File: config.mk
export PLATFORM = sky130hd
export DESIGN_NAME = ni_rx_depacketizer
export DESIGN_NICKNAME = d
export VERILOG_FILES = /design/src/rtl/ni_rx_depacketizer.sv
export SDC_FILE = /design/constraint.sdc
export NUM_CORES = 1
export LEC_CHECK = 0
export CORE_UTILIZATION = 30
export CTS_CLUSTER_DIAMETER = 100
export DETAILED_ROUTE_END_ITERATION = 8
export PLACE_DENSITY = 0.57
export SETUP_SLACK_MARGIN = 0.5
export SYNTH_ARGS = -nofsm -noshare
export SYNTH_HDL_FRONTEND = slang
export SYNTH_SLANG_ARGS = --single-unit
File: constraint.sdc
create_clock -name clk -period 10.2 [get_ports clk]
set_input_delay 2.04 -clock clk [delete_from_list [all_inputs] [get_ports clk]]
set_output_delay 2.04 -clock clk [all_outputs]
set_load 0.005 [all_outputs]
File: src/rtl/ni_rx_depacketizer.sv
// Network-interface receive side: strips router flits into payload words and streams
// them into the register file NI port, deferring to processor writes.
module ni_rx_depacketizer #(
   parameter logic [7:0] NODE_ID    = 8'd0,
   parameter int         FIFO_DEPTH = 4
) (
   input  logic        clk,
   input  logic        rst,
   input  logic [33:0] flit_in,
   input  logic        flit_valid,
   output logic        flit_ready,
   input  logic        cpu_we,
   output logic        reg_en,
   output logic [31:0] wd_NI,
   output logic        pkt_done,
   output logic        pkt_err
);

   localparam int AW = (FIFO_DEPTH > 1) ? $clog2(FIFO_DEPTH) : 1;
   localparam logic [AW:0] DEPTH = (AW+1)'(FIFO_DEPTH);

   typedef enum logic [1:0] {IDLE, BODY, DROP, DRAIN} state_t;

   state_t        state_q, state_d;
   logic [2:0]    count_q, count_d;
   logic [2:0]    len_q, len_d;
   logic          err_q, err_d;
   logic [AW-1:0] wr_ptr_q, wr_ptr_d;
   logic [AW-1:0] rd_ptr_q, rd_ptr_d;
   logic [AW:0]   occ_q, occ_d;
   logic [31:0]   mem_q [FIFO_DEPTH];
   logic [31:0]   mem_d [FIFO_DEPTH];
   logic          reg_en_q, reg_en_d;
   logic [31:0]   wd_q, wd_d;
   logic          pkt_done_q, pkt_done_d;
   logic          pkt_err_q, pkt_err_d;

   logic [1:0]    flit_type;
   logic [3:0]    hdr_len;
   logic          is_head, is_body, is_tail;
   logic          hdr_ok, hdr_bad_len;
   logic          accept, push, pop;
   logic          fifo_full, fifo_empty;
   logic [3:0]    cnt_inc;

   assign flit_type   = flit_in[33:32];
   assign hdr_len     = flit_in[11:8];
   assign is_head     = (flit_type == 2'b01);
   assign is_body     = (flit_type == 2'b00);
   assign is_tail     = (flit_type == 2'b10);
   assign hdr_ok      = (flit_in[7:0] == NODE_ID) && (hdr_len != 4'd0) && (hdr_len <= 4'd7);
   assign hdr_bad_len = (flit_in[7:0] == NODE_ID) && !hdr_ok;
   assign fifo_full   = (occ_q == DEPTH);
   assign fifo_empty  = (occ_q == '0);
   assign accept      = flit_valid && flit_ready;
   assign pop         = !fifo_empty && !cpu_we;
   assign cnt_inc     = {1'b0, count_q} + 4'd1;

   // Packet-framing FSM; a head seen mid-packet restarts framing but leaves queued words alone.
   always_comb begin
      state_d    = state_q;
      count_d    = count_q;
      len_d      = len_q;
      err_d      = err_q;
      push       = 1'b0;
      pkt_err_d  = 1'b0;
      pkt_done_d = 1'b0;
      flit_ready = 1'b1;
      case (state_q)
         IDLE: begin
            if (accept) begin
               if (is_head) begin
                  count_d   = '0;
                  len_d     = hdr_len[2:0];
                  err_d     = 1'b0;
                  state_d   = hdr_ok ? BODY : DROP;
                  pkt_err_d = hdr_bad_len;
               end else begin
                  pkt_err_d = 1'b1;
               end
            end
         end
         BODY: begin
            flit_ready = !fifo_full;
            if (accept) begin
               if (is_head) begin
                  count_d   = '0;
                  len_d     = hdr_len[2:0];
                  err_d     = 1'b0;
                  state_d   = hdr_ok ? BODY : DROP;
                  pkt_err_d = 1'b1;
               end else if (is_body) begin
                  if (cnt_inc == {1'b0, len_q}) begin
                     pkt_err_d = 1'b1;
                     state_d   = DROP;
                  end else begin
                     push    = 1'b1;
                     count_d = cnt_inc[2:0];
                  end
               end else if (is_tail) begin
                  push    = 1'b1;
                  count_d = cnt_inc[2:0];
                  state_d = DRAIN;
                  if (cnt_inc != {1'b0, len_q}) begin
                     err_d     = 1'b1;
                     pkt_err_d = 1'b1;
                  end
               end else begin
                  pkt_err_d = 1'b1;
                  state_d   = DROP;
               end
            end
         end
         DROP: begin
            if (accept && is_tail) state_d = IDLE;
         end
         DRAIN: begin
            flit_ready = 1'b0;
            // Empty here means the final pop already happened, so its reg_en is this cycle.
            if (fifo_empty) begin
               state_d    = IDLE;
               pkt_done_d = !err_q;
            end
         end
         default: state_d = IDLE;
      endcase
   end

   // Payload FIFO and registered write port toward the register file.
   always_comb begin
      mem_d    = mem_q;
      wr_ptr_d = wr_ptr_q;
      rd_ptr_d = rd_ptr_q;
      occ_d    = occ_q + (AW+1)'(push) - (AW+1)'(pop);
      reg_en_d = pop;
      wd_d     = wd_q;
      if (push) begin
         mem_d[wr_ptr_q] = flit_in[31:0];
         wr_ptr_d        = wr_ptr_q + AW'(1);
      end
      if (pop) begin
         wd_d     = mem_q[rd_ptr_q];
         rd_ptr_d = rd_ptr_q + AW'(1);
      end
   end

   always_ff @(posedge clk or posedge rst) begin
      if (rst) begin
         state_q    <= IDLE;
         count_q    <= '0;
         len_q      <= '0;
         err_q      <= 1'b0;
         wr_ptr_q   <= '0;
         rd_ptr_q   <= '0;
         occ_q      <= '0;
         mem_q      <= '{default: '0};
         reg_en_q   <= 1'b0;
         wd_q       <= '0;
         pkt_done_q <= 1'b0;
         pkt_err_q  <= 1'b0;
      end else begin
         state_q    <= state_d;
         count_q    <= count_d;
         len_q      <= len_d;
         err_q      <= err_d;
         wr_ptr_q   <= wr_ptr_d;
         rd_ptr_q   <= rd_ptr_d;
         occ_q      <= occ_d;
         mem_q      <= mem_d;
         reg_en_q   <= reg_en_d;
         wd_q       <= wd_d;
         pkt_done_q <= pkt_done_d;
         pkt_err_q  <= pkt_err_d;
      end
   end

   assign reg_en   = reg_en_q;
   assign wd_NI    = wd_q;
   assign pkt_done = pkt_done_q;
   assign pkt_err  = pkt_err_q;

endmodule

# == Word-level counts from Yosys, hierarchy flattened ==
# Cells that the tools add are included.
# word_totals
out_inout_bits,36
elab_cells,119
ff_bits,179
# classes
n_reduce_logical,23
n_eq_ne,19
n_lt_le_gt_ge,4
n_bitwise,2
muxes,51
add_sub_neg,5
# ops
op,count
$bwmux W128,1
$mux W32,3
$bmux W32 S2,1
$demux W32 S2,1
$mux W1,24
$mux W3,7
$mux W2,9
$ne A4 B4 Y1 const B,3
$reduce_and A6 Y1,2
$ne A2 B2 Y1 const B,5
$ne A3 B3 Y1 const B,3
$logic_not A8 Y1,1
$pmux W2 S4,1
$logic_and A1 B1 Y1,7
$reduce_and A7 Y1,1
$eq A2 B2 Y1 const B,3
$ge A3 B3 Y1 const B,2
$not A2 Y3,2
$pmux W1 S2,3
$pmux W3 S2,1
$logic_not A1 Y1,5
$add A2 B1 Y2 const B,2
$add A3 B1 Y4 const B,1
$eq A2 B1 Y1 const B,2
other kinds (13),14

# == Depth between registers and ports, before layout ==
# depth
ltp_word,9
mapped_depth,11

# == Worst setup path after synthesis ==
# No wires, ideal clock.
# synth_path
path_type,in2reg
from,in flit_in[33]
to,reg occ_q[2]
arrival_time_ns,4.337
path_buffers,0
slack_ns,5.740
setup_ns,0.123
path_stages,10
path_cell_list,inv_1 ha_1 or3b_4 nor3_4 o21ai_2 ha_1 inv_1 ha_1 fa_1 xnor2_1
# synth_via
elab_chain_cells,8
# synth_lines
element,line,text
from (decl),9,"input logic [33:0] flit_in,"
$eq A2 B2 Y1,50,assign is_tail = (flit_type == 2'b10);
$mux W1,100,end else if (is_tail) begin
$mux W1,92,end else if (is_body) begin
$mux W1 *,86,if (is_head) begin
$mux W1 *,85,if (accept) begin
$mux W1 *,69,case (state_q)
$add A3 B1 Y3 *,134,occ_d = occ_q + (AW+1)'(push) - (AW+1)'(pop);
$sub A3 B1 Y3 *,134,
via occ_d[2],30,"logic [AW:0] occ_q, occ_d;"
to (signal assigned),155,occ_q <= '0;
to (signal assigned),168,occ_q <= occ_d;
to (decl),30,
# The timed path passes the listed nets; every way through them passes the cells marked *.
# A chain may end at the register's enable or synchronous reset.

# == Final worst setup path ==
# layout_path
from,in flit_in[33]
to,reg mem_q[72] (netlist bit)
# layout_via
elab_chain_cells,6
# layout_lines
element,line,text
$eq A2 B2 Y1,50,
$mux W1,100,
$mux W1,92,
$mux W1 *,86,
$mux W1 *,85,
$mux W1 *,69,
to (signal assigned),169,mem_q <= mem_d;
to (decl),31,logic [31:0] mem_q [FIFO_DEPTH];
# Mark *: on every way between the ends. The rest lies on a longest branch, timed or not.

==> metrics.md <==
| Metric | Value |
|---|---|
| Status | `completed` |
| Setup TNS | `0 ns` |
| Clk sinks | `179` |
| Total Routing Usage GR | `0.135` |
| Core area | `27,000 sq um` |
| Root Buffer | `clkbuf_16` |
| CP required | `10.52 ns` |
| Mux contribution to synthesized area | `0.342` |
| Crit Path Class | `in2reg` |
| Share of cells above drive strength 1 | `0.423` |
| Post-route antenna net violation count | `0` |
| Drt total wl | `17,700 um` |
| Post-synthesis net count | `552` |
| Post-synth top flop | `dfrtp_1` |
| Hold Crit Class | `reg2reg` |
| Pins Over Slew Limit | `0` |
| CP endpoint kind | `flip-flop` |
| Adder-cell share of the synthesized area | `0.0175` |
| Sequential area share after synthesis | `0.541` |
| Number of synthesized flops with an enable pin | `0` |
| Max Clock Freq | `206 MHz` |
| Die X | `168 um` |
| Antenna diodes | `0` |
| Drt pass-1 iters | `4` |
| YS warnings | `0` |
| Vias in the first global route | `5,096` |
| Worst-Margin Slew | `1.01 ns` |
| Total Power | `0.00174 W` |
| Max_cap viols | `0` |
| Slew HR | `0.323` |
| Port Buffers | `73` |
| Post-synth ARST share | `1.00` |
| Clock buffer depth | `2` |
| Final setup viols | `0` |
| Pleak | `4.80 nW` |
| Pin count of the biggest net entering global routing | `101` |
| Simple-Gate Fraction of Synth Area | `0.0243` |
| Wirelength per Cell | `19.1 um` |
| First-pass GRT wire length | `29,200 um` |
| HPWL after detailed placement | `11,100 um` |
| Post-cts sizing count | `0` |
| CTS tree | `done` |
| Synth unique cells | `51` |
| Non-filler instance count after layout | `930` |
| Final design utilization | `0.368` |
| Iteration-0 DRC Markers | `213` |
| Clock Skew | `0.0180 ns` |
| Via count | `4,544` |
| Pwr dens | `175 nW/um^2` |
| Via density | `4.89` |
| Final cycle utilization of the critical path | `0.475` |
| Design area | `9950 sq um` |
| Grt total ovfl | `0` |
| Hold Fails Final Rpt | `0` |
| Num CTS Buffers | `17` |
| H-Tree Depth | `4` |
| Initial antenna violation count | `0` |
| Std-Cell Rows | `60` |
| Post-synthesis compound-gate area fraction | `0.0350` |
| Register bit count reported by yosys | `179` |
| Gpl congestion | `0.837` |
| Avg Inst Size Synth | `16.5 sq um` |
| Post-Synthesis Cells | `503` |
| Post-synthesis xor/xnor area fraction | `0.00921` |
| Area growth syn-to-layout | `20.1%` |
| Die Ht | `168 um` |
| Worst Path Max Fanout | `17` |
| Dpl cells | `898` |
| Hold Buf Count CTS | `0` |
| Total Nets Final | `625` |
| Max IR drop VDD | `0.116 mV` |
| Netlist Area Pre-Place | `8290 sq um` |
| CP Data Arrival Time | `5.16 ns` |
| Worst R2R Setup Slack | `6.97 ns` |
| Starting Density | `0.307` |
| RSZ-0062 raised after global routing | `no` |
| I/O Pins | `74` |
| Drt drc | `0` |
| Min Tclk post-route | `4.85 ns` |
| Largest family of logic cells by synthesized area | `multiplexers` |
| Clock slew at reported path FFs | `0.07 ns` |
| Die area | `28,300 sq um` |
| Postcts setup bufs | `0` |
| Clk_lat worst skew | `0.44 ns` |
| Startpoint types | `input pin` |
| Placed cell areas | `9320 sq um` |
==> final timing paths <==
check                       startpoint          end  cells past startpoint
setup reg to reg            count_q[0]    mem_q[72]                      6
hold / removal               mem_q[12]    mem_q[12]                      1
max in group asynchronous          rst  rd_ptr_q[1]                      3
min in group asynchronous          rst   count_q[1]                      2
hold reg to reg              mem_q[12]    mem_q[12]                      1
setup / recovery           flit_in[33]    mem_q[72]                      8
==> worst max-delay path: stages <==
cell and delay [ns]:
clkdlybuf4s50_1 0.43, inv_1 0.09, ha_1 0.28, inv_1 0.10, or3_1 0.59, o211ai_4 0.80
buf_4 0.47, mux2_4 0.34
==> metrics by stage <==
step / hold slack, ns / setup WS (ns)
2_1_floorplan: 0.474 / 3.30
4_1_cts: 0.505 / 5.34
3_5_place_dp: 0.489 / 4.87
5_1_grt: 0.512 / 5.21
6_report: 0.503 / 5.35
3_3_place_gp: 0.482 / 4.91
==> cell type report <==
class                      count  area, sq um
clock buffer                  17          425
clock inverter                15          209
fill                        2525        17100
inverter                      15         61.3
multi-input combinational    282         3560
sequential                   179         4480
tap                          341          427
timing repair buffer          81          791
==> report_power, final <==
group | internal [W] | total, W | switching (W)
Clock | 0.000398 | 0.000706 | 0.000308
Combinational | 0.000118 | 0.000231 | 0.000113
Sequential | 0.000733 | 0.000807 | 0.0000735
==> sequential cells by signal, summed over array words and instances (netlist names), 2 cells and up <==
register  flops
rd_ptr_q      2
state_q       2
wr_ptr_q      2
len_q         3
wd_NI        32
mem_q       128
count_q       3
occ_q         3
==> cells in the final DEF, fill, tap and decap left out, types with 4 or more instances in the layout <==
cell type        count
mux2_2              98
nand2_1              4
dfrtp_1            177
mux4_2              32
o211ai_4             4
buf_4                8
a21oi_1              5
clkdlybuf4s50_1     73
nor2_1               4
nand2b_1             5
clkbuf_16           17
o21ai_0              6
ha_1                10
mux2_4              66
inv_1               14
inv_6                7
==> cell usage after synthesis (all sizes together) (2+ instances only) <==
master / count / area [sq um]
nand3: 2 / 10.0
a221oi: 2 / 17.5
nor3b: 3 / 27.5
nand2: 4 / 15.0
mux4: 32 / 721
mux2i: 2 / 20.0
a21oi: 5 / 25.0
o211ai: 5 / 92.6
xor2: 3 / 26.3
o21ai: 7 / 38.8
xnor2: 3 / 26.3
mux2: 164 / 2090
dfrtp: 179 / 4480
nor2: 5 / 18.8
nor3: 3 / 26.3
a31oi: 3 / 18.8
inv: 15 / 56.3
clkbuf: 8 / 30.0
nand2b: 5 / 31.3
ha: 10 / 125
buf: 19 / 173
nor4: 3 / 18.8
==> logic make-up (layout without fill, tap and decap cells) <==
kind of cell               count (synthesis)  count (layout)
buffers and inverters                     42             128
muxes                                    198             198
adders and majority gates                 11              11
DFF                                      179             179
AOI/OAI and AO/OA                         34              34
xor gates and xnor gates                   7               7
and+or+nand+nor                           32              32
==> routing by layer <==
layer | routed length [um] | up-vias | track usage
met5 | 0 | - | 0
li1 | - | 2002 | -
met1 | 8170 | 2422 | 0.175
met4 | 222 | 0 | 0.0419
met3 | 621 | 20 | 0.0303
met2 | 8720 | 100 | 0.226
Note: power is estimated with default switching activity, not from simulation.
